--- src/rtl/rv_multicycle_core.sv ---
// Multicycle RV32I-subset core: FETCH/DECODE/EXECUTE/[MEM]/WB, 4 cycles per instruction (5 for LW/SW) plus memory waits.
// A single ready/valid memory port serves fetches and data; the core stalls in FETCH/MEM until mem_ready completes the request.
module rv_multicycle_core #(
  parameter int XLEN = 32,
  parameter int ADDR_W = 16,
  parameter logic [XLEN-1:0] RESET_PC = '0
) (
  input  logic              clk,
  input  logic              rst,
  output logic              mem_req,
  output logic              mem_we,
  output logic [ADDR_W-1:0] mem_addr,
  output logic [XLEN-1:0]   mem_wdata,
  input  logic [XLEN-1:0]   mem_rdata,
  input  logic              mem_ready,
  output logic              halted,
  output logic              error,
  output logic [31:0]       instret,
  input  logic [4:0]        dbg_sel,
  output logic [XLEN-1:0]   dbg_val
);

  localparam int SHW = (XLEN == 64) ? 6 : 5;

  localparam logic [6:0] OPC_OP     = 7'b0110011;
  localparam logic [6:0] OPC_OPIMM  = 7'b0010011;
  localparam logic [6:0] OPC_LUI    = 7'b0110111;
  localparam logic [6:0] OPC_AUIPC  = 7'b0010111;
  localparam logic [6:0] OPC_LOAD   = 7'b0000011;
  localparam logic [6:0] OPC_STORE  = 7'b0100011;
  localparam logic [6:0] OPC_BRANCH = 7'b1100011;
  localparam logic [6:0] OPC_JAL    = 7'b1101111;
  localparam logic [6:0] OPC_JALR   = 7'b1100111;
  localparam logic [6:0] OPC_SYSTEM = 7'b1110011;

  typedef enum logic [2:0] {
    S_FETCH, S_DECODE, S_EXEC, S_MEM, S_WB, S_HALT, S_ERROR
  } state_t;

  typedef struct packed {
    logic [6:0] funct7;
    logic [4:0] rs2;
    logic [4:0] rs1;
    logic [2:0] funct3;
    logic [4:0] rd;
    logic [6:0] opcode;
  } insn_t;

  state_t          state, state_n;
  insn_t           ir;
  logic [XLEN-1:0] pc, res, npc;
  logic            wr;
  logic [XLEN-1:0] regs [32];

  logic is_op, is_opimm, is_lui, is_auipc, is_load, is_store;
  logic is_branch, is_jal, is_jalr, is_sys, legal, sh_rsvd;
  logic [XLEN-1:0] rs1_v, rs2_v;
  logic [XLEN-1:0] imm_i, imm_s, imm_b, imm_u, imm_j;
  logic [XLEN-1:0] alu_b, alu, pc4, br_tgt, jalr_sum, ls_addr;
  logic [SHW-1:0]  shamt;
  logic            taken;
  logic [XLEN-1:0] ex_res, ex_npc;
  logic            ex_wr, ex_misalign;
  logic            unused_bits;

  assign is_op     = (ir.opcode == OPC_OP);
  assign is_opimm  = (ir.opcode == OPC_OPIMM);
  assign is_lui    = (ir.opcode == OPC_LUI);
  assign is_auipc  = (ir.opcode == OPC_AUIPC);
  assign is_load   = (ir.opcode == OPC_LOAD);
  assign is_store  = (ir.opcode == OPC_STORE);
  assign is_branch = (ir.opcode == OPC_BRANCH);
  assign is_jal    = (ir.opcode == OPC_JAL);
  assign is_jalr   = (ir.opcode == OPC_JALR);
  assign is_sys    = (ir.opcode == OPC_SYSTEM);

  // Shift-immediate bits above shamt must be zero except the SRAI select bit (ir[30]).
  assign sh_rsvd = (XLEN == 64) ? (ir.funct7[6] | (|ir.funct7[4:1]))
                                : (ir.funct7[6] | (|ir.funct7[4:0]));

  always_comb begin
    legal = 1'b0;
    case (ir.opcode)
      OPC_OP:     legal = (ir.funct7 == 7'b0000000) ||
                          (ir.funct7 == 7'b0100000 && (ir.funct3 == 3'b000 || ir.funct3 == 3'b101));
      OPC_OPIMM: begin
        case (ir.funct3)
          3'b001:  legal = !sh_rsvd && !ir.funct7[5];
          3'b101:  legal = !sh_rsvd;
          default: legal = 1'b1;
        endcase
      end
      OPC_LUI, OPC_AUIPC, OPC_JAL: legal = 1'b1;
      OPC_JALR:   legal = (ir.funct3 == 3'b000);
      OPC_BRANCH: legal = (ir.funct3 != 3'b010) && (ir.funct3 != 3'b011);
      OPC_LOAD, OPC_STORE: legal = (ir.funct3 == 3'b010);
      // Only ECALL (imm 0) and EBREAK (imm 1) with all other fields zero.
      OPC_SYSTEM: legal = (ir[31:21] == 11'd0) && (ir[19:7] == 13'd0);
      default:    legal = 1'b0;
    endcase
  end

  assign rs1_v = regs[ir.rs1];
  assign rs2_v = regs[ir.rs2];

  assign imm_i = XLEN'($signed(ir[31:20]));
  assign imm_s = XLEN'($signed({ir[31:25], ir[11:7]}));
  assign imm_b = XLEN'($signed({ir[31], ir[7], ir[30:25], ir[11:8], 1'b0}));
  assign imm_u = XLEN'($signed({ir[31:12], 12'b0}));
  assign imm_j = XLEN'($signed({ir[31], ir[19:12], ir[20], ir[30:21], 1'b0}));

  assign alu_b = is_op ? rs2_v : imm_i;
  assign shamt = alu_b[SHW-1:0];

  always_comb begin
    alu = '0;
    case (ir.funct3)
      3'b000:  alu = (is_op && ir.funct7[5]) ? rs1_v - alu_b : rs1_v + alu_b;
      3'b001:  alu = rs1_v << shamt;
      3'b010:  alu = {{(XLEN-1){1'b0}}, $signed(rs1_v) < $signed(alu_b)};
      3'b011:  alu = {{(XLEN-1){1'b0}}, rs1_v < alu_b};
      3'b100:  alu = rs1_v ^ alu_b;
      3'b101:  alu = ir[30] ? $unsigned($signed(rs1_v) >>> shamt) : rs1_v >> shamt;
      3'b110:  alu = rs1_v | alu_b;
      default: alu = rs1_v & alu_b;
    endcase
  end

  always_comb begin
    taken = 1'b0;
    case (ir.funct3)
      3'b000:  taken = (rs1_v == rs2_v);
      3'b001:  taken = (rs1_v != rs2_v);
      3'b100:  taken = ($signed(rs1_v) <  $signed(rs2_v));
      3'b101:  taken = ($signed(rs1_v) >= $signed(rs2_v));
      3'b110:  taken = (rs1_v <  rs2_v);
      3'b111:  taken = (rs1_v >= rs2_v);
      default: taken = 1'b0;
    endcase
  end

  assign pc4      = pc + XLEN'(4);
  assign br_tgt   = pc + imm_b;
  assign jalr_sum = rs1_v + imm_i;
  assign ls_addr  = rs1_v + (is_store ? imm_s : imm_i);
  assign unused_bits = ^{ls_addr[XLEN-1:ADDR_W+2], jalr_sum[0]};

  always_comb begin
    ex_res      = alu;
    ex_npc      = pc4;
    ex_wr       = 1'b0;
    ex_misalign = 1'b0;
    if (is_op || is_opimm) begin
      ex_wr = 1'b1;
    end else if (is_lui) begin
      ex_res = imm_u;
      ex_wr  = 1'b1;
    end else if (is_auipc) begin
      ex_res = pc + imm_u;
      ex_wr  = 1'b1;
    end else if (is_jal) begin
      ex_res      = pc4;
      ex_npc      = pc + imm_j;
      ex_wr       = 1'b1;
      ex_misalign = ex_npc[1];
    end else if (is_jalr) begin
      ex_res      = pc4;
      ex_npc      = {jalr_sum[XLEN-1:1], 1'b0};
      ex_wr       = 1'b1;
      ex_misalign = ex_npc[1];
    end else if (is_branch) begin
      // Only a taken branch can fault on its target.
      if (taken) ex_npc = br_tgt;
      ex_misalign = taken && br_tgt[1];
    end else if (is_load || is_store) begin
      ex_wr       = is_load;
      ex_misalign = (ls_addr[1:0] != 2'b00);
    end
  end

  always_ff @(posedge clk or negedge rst) begin
    if (!rst) state <= S_FETCH;
    else      state <= state_n;
  end

  always_comb begin
    state_n = state;
    case (state)
      S_FETCH:  if (mem_req && mem_ready) state_n = S_DECODE;
      S_DECODE: state_n = legal ? S_EXEC : S_ERROR;
      S_EXEC: begin
        if (is_sys)                     state_n = S_HALT;
        else if (ex_misalign)           state_n = S_ERROR;
        else if (is_load || is_store)   state_n = S_MEM;
        else                            state_n = S_WB;
      end
      S_MEM:    if (mem_req && mem_ready) state_n = S_WB;
      S_WB:     state_n = S_FETCH;
      default:  state_n = state;
    endcase
  end

  always_ff @(posedge clk or negedge rst) begin
    if (!rst) begin
      pc        <= RESET_PC;
      ir        <= '0;
      res       <= '0;
      npc       <= '0;
      wr        <= 1'b0;
      mem_req   <= 1'b0;
      mem_we    <= 1'b0;
      mem_addr  <= '0;
      mem_wdata <= '0;
      instret   <= '0;
      for (int i = 0; i < 32; i++) regs[i] <= '0;
    end else begin
      case (state)
        S_FETCH: begin
          // Only reached with mem_req low straight out of reset.
          if (!mem_req) begin
            mem_req  <= 1'b1;
            mem_we   <= 1'b0;
            mem_addr <= pc[ADDR_W+1:2];
          end else if (mem_ready) begin
            mem_req <= 1'b0;
            ir      <= insn_t'(mem_rdata[31:0]);
          end
        end
        S_EXEC: begin
          res <= ex_res;
          npc <= ex_npc;
          wr  <= ex_wr;
          if (state_n == S_MEM) begin
            mem_req  <= 1'b1;
            mem_we   <= is_store;
            mem_addr <= ls_addr[ADDR_W+1:2];
            if (is_store) mem_wdata <= rs2_v;
          end
          if (state_n == S_HALT) instret <= instret + 32'd1;
        end
        S_MEM: begin
          if (mem_ready) begin
            mem_req <= 1'b0;
            mem_we  <= 1'b0;
            if (!mem_we) res <= XLEN'($signed(mem_rdata[31:0]));
          end
        end
        S_WB: begin
          if (wr && ir.rd != 5'd0) regs[ir.rd] <= res;
          pc       <= npc;
          instret  <= instret + 32'd1;
          mem_req  <= 1'b1;
          mem_we   <= 1'b0;
          mem_addr <= npc[ADDR_W+1:2];
        end
        default: ;
      endcase
    end
  end

  assign halted  = (state == S_HALT);
  assign error   = (state == S_ERROR);
  assign dbg_val = (dbg_sel == 5'd0) ? '0 : regs[dbg_sel];

endmodule

--- config.mk ---
export PLATFORM = sky130hd
export DESIGN_NAME = rv_multicycle_core
export DESIGN_NICKNAME = d
export VERILOG_FILES = /design/src/rtl/rv_multicycle_core.sv
export SDC_FILE = /design/constraint.sdc
export NUM_CORES = 2
export LEC_CHECK = 0
export BUFFER_PORTS_ARGS = -buffer_cell sky130_fd_sc_hd__buf_2
export CORE_MARGIN = 4
export CORE_UTILIZATION = 40
export CTS_CLUSTER_DIAMETER = 30
export DETAILED_ROUTE_END_ITERATION = 10
export PLACE_DENSITY = 0.52
export SLEW_MARGIN = 20
export SYNTH_ARGS = -nofsm -noshare
export SYNTH_HDL_FRONTEND = slang
export SYNTH_SLANG_ARGS = --single-unit
--- constraint.sdc ---
create_clock -name clk -period 8.55 [get_ports clk]
set_input_delay 1.71 -clock clk [delete_from_list [all_inputs] [get_ports clk]]
set_output_delay 1.71 -clock clk [all_outputs]
set_load 0.05 [all_outputs]
# --- Yosys cells after proc, flatten, opt, wreduce, memory -nomap -nowiden ---
# Cells that the tools add are included.
totals:
  ff_bits: 1238
  in_bits: 40
  word_cells: 222
op_classes:
  add_sub_neg: 9
  order_cmp: 11
  eq_ne: 35
  shift: 3
  mux: 70
  n_bitwise: 8
  reduce_logical: 38
ops:
  columns: ["cell", "n"]
  rows:
  - ["$bwmux 1024", 1]
  - ["$mux 32", 26]
  - ["$bmux 32 s5", 3]
  - ["$pmux 32 s7", 1]
  - ["$add 32x32->32", 5]
  - ["$demux 32 s5", 1]
  - ["$lt 32x32->1", 4]
  - ["$pmux 32 s2", 2]
  - ["$ge 32x32->1", 2]
  - ["$pmux 16 s3", 1]
  - ["$add 32x1->32 const B", 1]
  - ["$add 32x3->32 const B", 1]
  - ["$and 32x32->32", 1]
  - ["$eq 32x32->1", 1]
  - ["$mux 16", 2]
  - ["$ne 32x32->1", 1]
  - ["$or 32x32->32", 1]
  - ["$shl 32x5->32", 1]
  - ["$shr 32x5->32", 1]
  - ["$sshr 32x5->32", 1]
  - ["$sub 32x32->32", 1]
  - ["$xor 32x32->32", 1]
  - ["$eq 7x6->1 const B", 4]
  - ["$eq 7x7->1 const B", 4]
  - ["other kinds (38)", 107]

# --- Longest topological paths before layout ---
logic_depth:
  ltp_word: 19
  ltp_mapped: 27
  depth_no_buf: 20

# --- Worst setup path before layout ---
# No wires, ideal clock.
synth_timing:
  path_kind: "register to register"
  start: "reg ir (netlist bit imm_i[0])"
  end: "reg npc[29]"
  setup_time_ns: 0.138
  arrival_time_ns: 6.159
  required_time_ns: 8.412
  setup_slack_ns: 2.253
  path_stages_with_launch: 23
  path_buffers: 6
  period_less_slack_ns: 6.297
  cell_sequence: "dfrtp_1 > buf_2 > buf_4 > clkbuf_1 > buf_1 > buf_1 > mux4_2 > mux4_2 > mux2i_1 > ha_1 > a21oi_1 > o21ai_0 > a221o_1 > a211o_1 > a221oi_1 > mux2i_1 > nand3_1 > o2bb2ai_1 > clkbuf_1 > mux2i_1 > o22ai_1 > a21oi_1 > a21oi_1"
synth_between:
  elab_chain_cells: 13
  word_cells_on_any_way: 20
synth_rtl:
  columns: ["element", "line_no", "text"]
  rows:
  - ["start, declared", "50", "insn_t ir;"]
  - ["start signal, assigned", "226", "ir <= insn_t'(mem_rdata[31:0]);"]
  - ["$not 5->6 (not written as such)", "104", "assign rs2_v = regs[ir.rs2];"]
  - ["$bmux 32 s5", "104", null]
  - ["$mux 32 (not written as such) (2 in series)", "104", null]
  - ["$ge 32x32->1 (tied with other cells)", "137", "3'b111: taken = (rs1_v >= rs2_v);"]
  - ["$pmux 1 s6", "131", "case (ir.funct3)"]
  - ["$mux 32", "173", "if (taken) ex_npc = br_tgt;"]
  - ["$mux 32", "171", "end else if (is_branch) begin"]
  - ["$mux 32", "166", "end else if (is_jalr) begin"]
  - ["$mux 32 *", "161", "end else if (is_jal) begin"]
  - ["$mux 32 *", "158", "end else if (is_auipc) begin"]
  - ["$mux 32 *", "155", "end else if (is_lui) begin"]
  - ["$mux 32 *", "153", "if (is_op || is_opimm) begin"]
  - ["end signal, assigned", "231", "npc <= ex_npc;"]
  - ["end, declared", "51", "logic [XLEN-1:0] pc, res, npc;"]
# Mark *: on every way between the ends. The rest lies on a longest branch, timed or not. The select of a mux whose other input is x is not followed.
# A chain may end at the register's enable or synchronous reset.

# --- Final worst setup path ---
layout_timing:
  start: "reg ir (netlist bit imm_j[19])"
  end: "reg npc[3]"
layout_between:
  elab_chain_cells: 13
  word_cells_on_any_way: 19
layout_rtl:
  columns: ["element", "line_no", "text"]
  rows:
  - ["$not 5->6 (not written as such) *", "103", "assign rs1_v = regs[ir.rs1];"]
  - ["$bmux 32 s5 *", "103", null]
  - ["$mux 32 (not written as such) * (2 in series)", "103", null]
  - ["$ge 32x32->1 (tied with other cells)", "137", null]
  - ["$pmux 1 s6", "131", null]
  - ["$mux 32", "173", null]
  - ["$mux 32", "171", null]
  - ["$mux 32 *", "166", null]
  - ["$mux 32 *", "161", null]
  - ["$mux 32 *", "158", null]
  - ["$mux 32 *", "155", null]
  - ["$mux 32 *", "153", null]
# Marks and branches as above.

==> flow_summary_export.csv <==
group,metric,value,unit
run_status,status,"completed",
final_layout,drive_gt1_share,37.9,%
logic_synthesis,async_reset_ff_share,100,%
logic_synthesis,ys_seq_elements,1238,
global_routing,track_usage,34.0,%
setup_path,path_class,"reg2reg",
power_and_ir_drop,power-per-cell-area,500,nW/µm²
setup_path,cp_top_family,"simple AND/OR/NAND/NOR gates",
final_layout,postLayoutCoreUtil,47.7,%
sta,fmax,122,MHz
placement,post-place-ws,668,ps
placement,dp_hpwl,265,mm
global_routing,grt_pass1_wl,562,mm
logic_synthesis,synth_edf_count,0,
cts,cts_tree,"built",
route,wl,399,mm
logic_synthesis,synth_cell_types,103,
placement,io_buffers,155,
route,drt-initial-drc-count,9392,
setup_path,slowest_stage,"o2bb2ai_4",
global_routing,grt-ovfl-total,0,
run,max-cap-violations,0,
sta,tightest_slew,1220,ps
power_and_ir_drop,p_leak,47.1,nW
logic_synthesis,syn_inst,7590,
cts,cts_resized,0,
sta,clock_skew,72.3,ps
route,num_vias,73300,
die,rows,172,
final_layout,layout_commonest_cell,"dfrtp_1",
final_layout,num-fill-cells,19700,
cts,tritoncts.num_buffers,363,
die,ios,156,
placement,place.gp.congestion,1.04,
setup_path,crit_fanout,34,
cts,clockBufferDepth,4,
route,ant_nets,0,
die,coreArea,220000,µm²
final_layout,nNetsFinal,7929,
global_routing,grt_max_degree,149,
cts,cts_setup_buffers,0,
setup_path,cp_common_cell,"buf_4",
setup_path,cp-end-kind,"register",
cts,hold_buffers,0,
sta,grt_setup_unrepaired,"false",
setup_path,worstPathBufferInverterCount,4,
route,avgRoutedWirePerCell,36.6,µm
setup_path,arrival,8960,ps
die,die_x,479,µm
setup_path,cpPeakStageDelay,890,ps
cts,htree_levels,5,
setup_path,critPathLaunchType,"register",
sta,relSlewSlack,18.5,%
die,die_y,479,µm
worst_hold_path,min_path_type,"reg2reg",
setup_path,reg2reg_slack,360,ps
global_routing,grt_pass1_vias,72500,
cts,clockRootBuffer,"clkbuf_16",
logic_synthesis,postSynthAreaPerCell,11.7,µm²
logic_synthesis,seq_area_frac_synth,35.0,%
sta,tns,0,ps
route,via_per_inst,6.72,
die,die_area,229000,µm²
logic_synthesis,syn-num-nets,7857,
cts,cts.reportedPaths.clkPinSlew,50,ps
route,dr.pass1.iters,6,
global_routing,antenna_found_initial,18,
setup_path,crit_chain,"buf_4, nor2b_2, nand2_1, o22ai_1, or4_1, inv_1, ha_1, nand4_1, nor2_1, buf_4, and3_1, nor3b_1, nor2_1, mux2i_1, nand3_1, o2bb2ai_4, buf_4, mux2i_1, nand2_1, o21ai_0, o21ai_0",
final_layout,syn_to_final_growth,18.5,%
logic_synthesis,syn-cell-area,88600,µm²
sta,slew_viol_final,0,
die,initial_core_util,40.3,%
logic_synthesis,ys_warn_count,0,
sta,setup_viol,0,
sta,post-route-period-util,95.8,%
cts,clock_latency,950,ps
logic_synthesis,synth_flop_cell,"dfrtp_1",
sta,hold_viol_final,0,
power_and_ir_drop,max-vdd-ir-drop,330,µV
cts,clock-sinks,1238,
sta,fin_ws,359,ps
sta,fin_crit,8190,ps
final_layout,layout_common_cells,"dfrtp_1 (1216), mux2_2 (1111), mux4_2 (737), nand2_1 (407), a21oi_1 (406)",
setup_path,cp_data_required_time,9320,ps
route,drc_errors,0,
[metrics by stage]
| stage | hold WS [ps] | instances | instance area (µm²) | total power (W) |
|---|---|---|---|---|
| after floorplan | 433 | 7590 | 88600 | 0.0272 |
| after global routing | 426 | 10900 | 105000 | 0.0544 |
| after global placement | 397 | 10300 | 92500 | 0.0377 |
| after detailed placement | 403 | 10300 | 92600 | 0.0378 |
| after CTS | 413 | 10900 | 105000 | 0.0517 |
| final | 414 | 10900 | 105000 | 0.0525 |
[final cells by class]
cell class	instances	area [µm²]	area share, %
Antenna cell	10	25.0	0.0238
Clock buffer	461	10100	9.59
Clock inverter	170	2270	2.16
Inverter	155	582	0.554
Multi-Input combinational cell	5478	54200	51.6
Sequential cell	1238	31000	29.6
Tap cell	2958	3700	3.53
Timing Repair Buffer	426	3110	2.96
[flip-flops by register name, indices dropped and copies added (netlist names)]
name,cells
imm_b,12
imm_i,5
imm_j,8
instret,32
ir,7
mem_addr,16
mem_req,1
mem_wdata,32
mem_we,1
npc,32
pc,32
regs,1024
res,32
state,3
wr,1
[where the power goes]
part           switching [W]  total (W)  internal [W]
sequential           0.00243    0.00996       0.00753
combinational         0.0184     0.0289        0.0105
clock                0.00405     0.0137       0.00961
total                 0.0249     0.0525        0.0276
[worst reg2reg max path, cell delays in order (launching register included)]
cell,delay (ps)
dfrtp_4,690
buf_4,350
nor2b_2,700
nand2_1,830
o22ai_1,450
or4_1,580
inv_1,370
ha_1,390
nand4_1,130
nor2_1,350
buf_4,230
and3_1,280
nor3b_1,510
nor2_1,80
mux2i_1,160
nand3_1,130
o2bb2ai_4,890
buf_4,390
mux2i_1,210
nand2_1,70
o21ai_0,110
o21ai_0,100
[synthesized netlist by cell type, types with 21 or more instances]
| master | instances | area share (%) |
|---|---|---|
| o21ai_0 | 326 | 1.8 |
| nor3_1 | 80 | 0.45 |
| clkbuf_1 | 450 | 1.9 |
| and3_1 | 46 | 0.32 |
| a21o_1 | 93 | 0.79 |
| buf_2 | 57 | 0.32 |
| xor2_1 | 54 | 0.53 |
| mux4_1 | 21 | 0.62 |
| mux4_2 | 737 | 19 |
| nand4_1 | 41 | 0.29 |
| ha_1 | 220 | 3.1 |
| or3_1 | 36 | 0.25 |
| inv_1 | 150 | 0.64 |
| buf_4 | 26 | 0.22 |
| o22ai_1 | 102 | 0.72 |
| and2_1 | 24 | 0.17 |
| o211ai_1 | 49 | 0.42 |
| nor2_1 | 374 | 1.6 |
| nor2b_1 | 59 | 0.42 |
| o21bai_1 | 26 | 0.22 |
| a31oi_1 | 49 | 0.35 |
| buf_6 | 43 | 0.55 |
| a22oi_1 | 73 | 0.62 |
| a21oi_1 | 406 | 2.3 |
| a211oi_1 | 94 | 0.80 |
| o31ai_1 | 26 | 0.22 |
| xnor2_1 | 134 | 1.3 |
| nand2_1 | 430 | 1.8 |
| nand3_1 | 113 | 0.64 |
| a221oi_1 | 28 | 0.28 |
| dfrtp_1 | 1238 | 35 |
| mux2_2 | 1111 | 14 |
| o21a_1 | 28 | 0.24 |
| o221ai_1 | 21 | 0.21 |
| mux2i_1 | 368 | 4.2 |
| nand2b_1 | 32 | 0.23 |
| buf_1 | 135 | 0.57 |
[path summary, 6_finish.rpt]
path	to	start	cells after the start
hold / removal	regs[1016]	regs[1016]	0
min in group asynchronous	pc[25]	rst	1
hold reg to reg	regs[1016]	regs[1016]	0
max in group asynchronous	regs[219]	rst	3
setup reg to reg	npc[3]	imm_j[19]	21
setup / recovery	npc[3]	imm_j[19]	21
[layer usage]
layer  vias up  wire (µm)  track usage, %
met5         -         31               0
met4         6      24400            17.6
met3      1080      41400            9.29
met2      4514     174000            50.5
met1     38300     159000            45.6
li1      29400          -               -
[logic make-up after synthesis]
kind of cell | count (synthesis) | synth area share, %
multiplexers | 2242 | 37.8
AO/OA/AOI/OAI | 1492 | 10.8
AND/OR/NAND/NOR | 1329 | 7.01
flip-flops | 1238 | 35.0
buffers and inverters | 874 | 4.36
adder cells (fa/ha/maj) | 227 | 3.26
XOR/XNOR | 188 | 1.86
(Power assumes the default switching activity.)
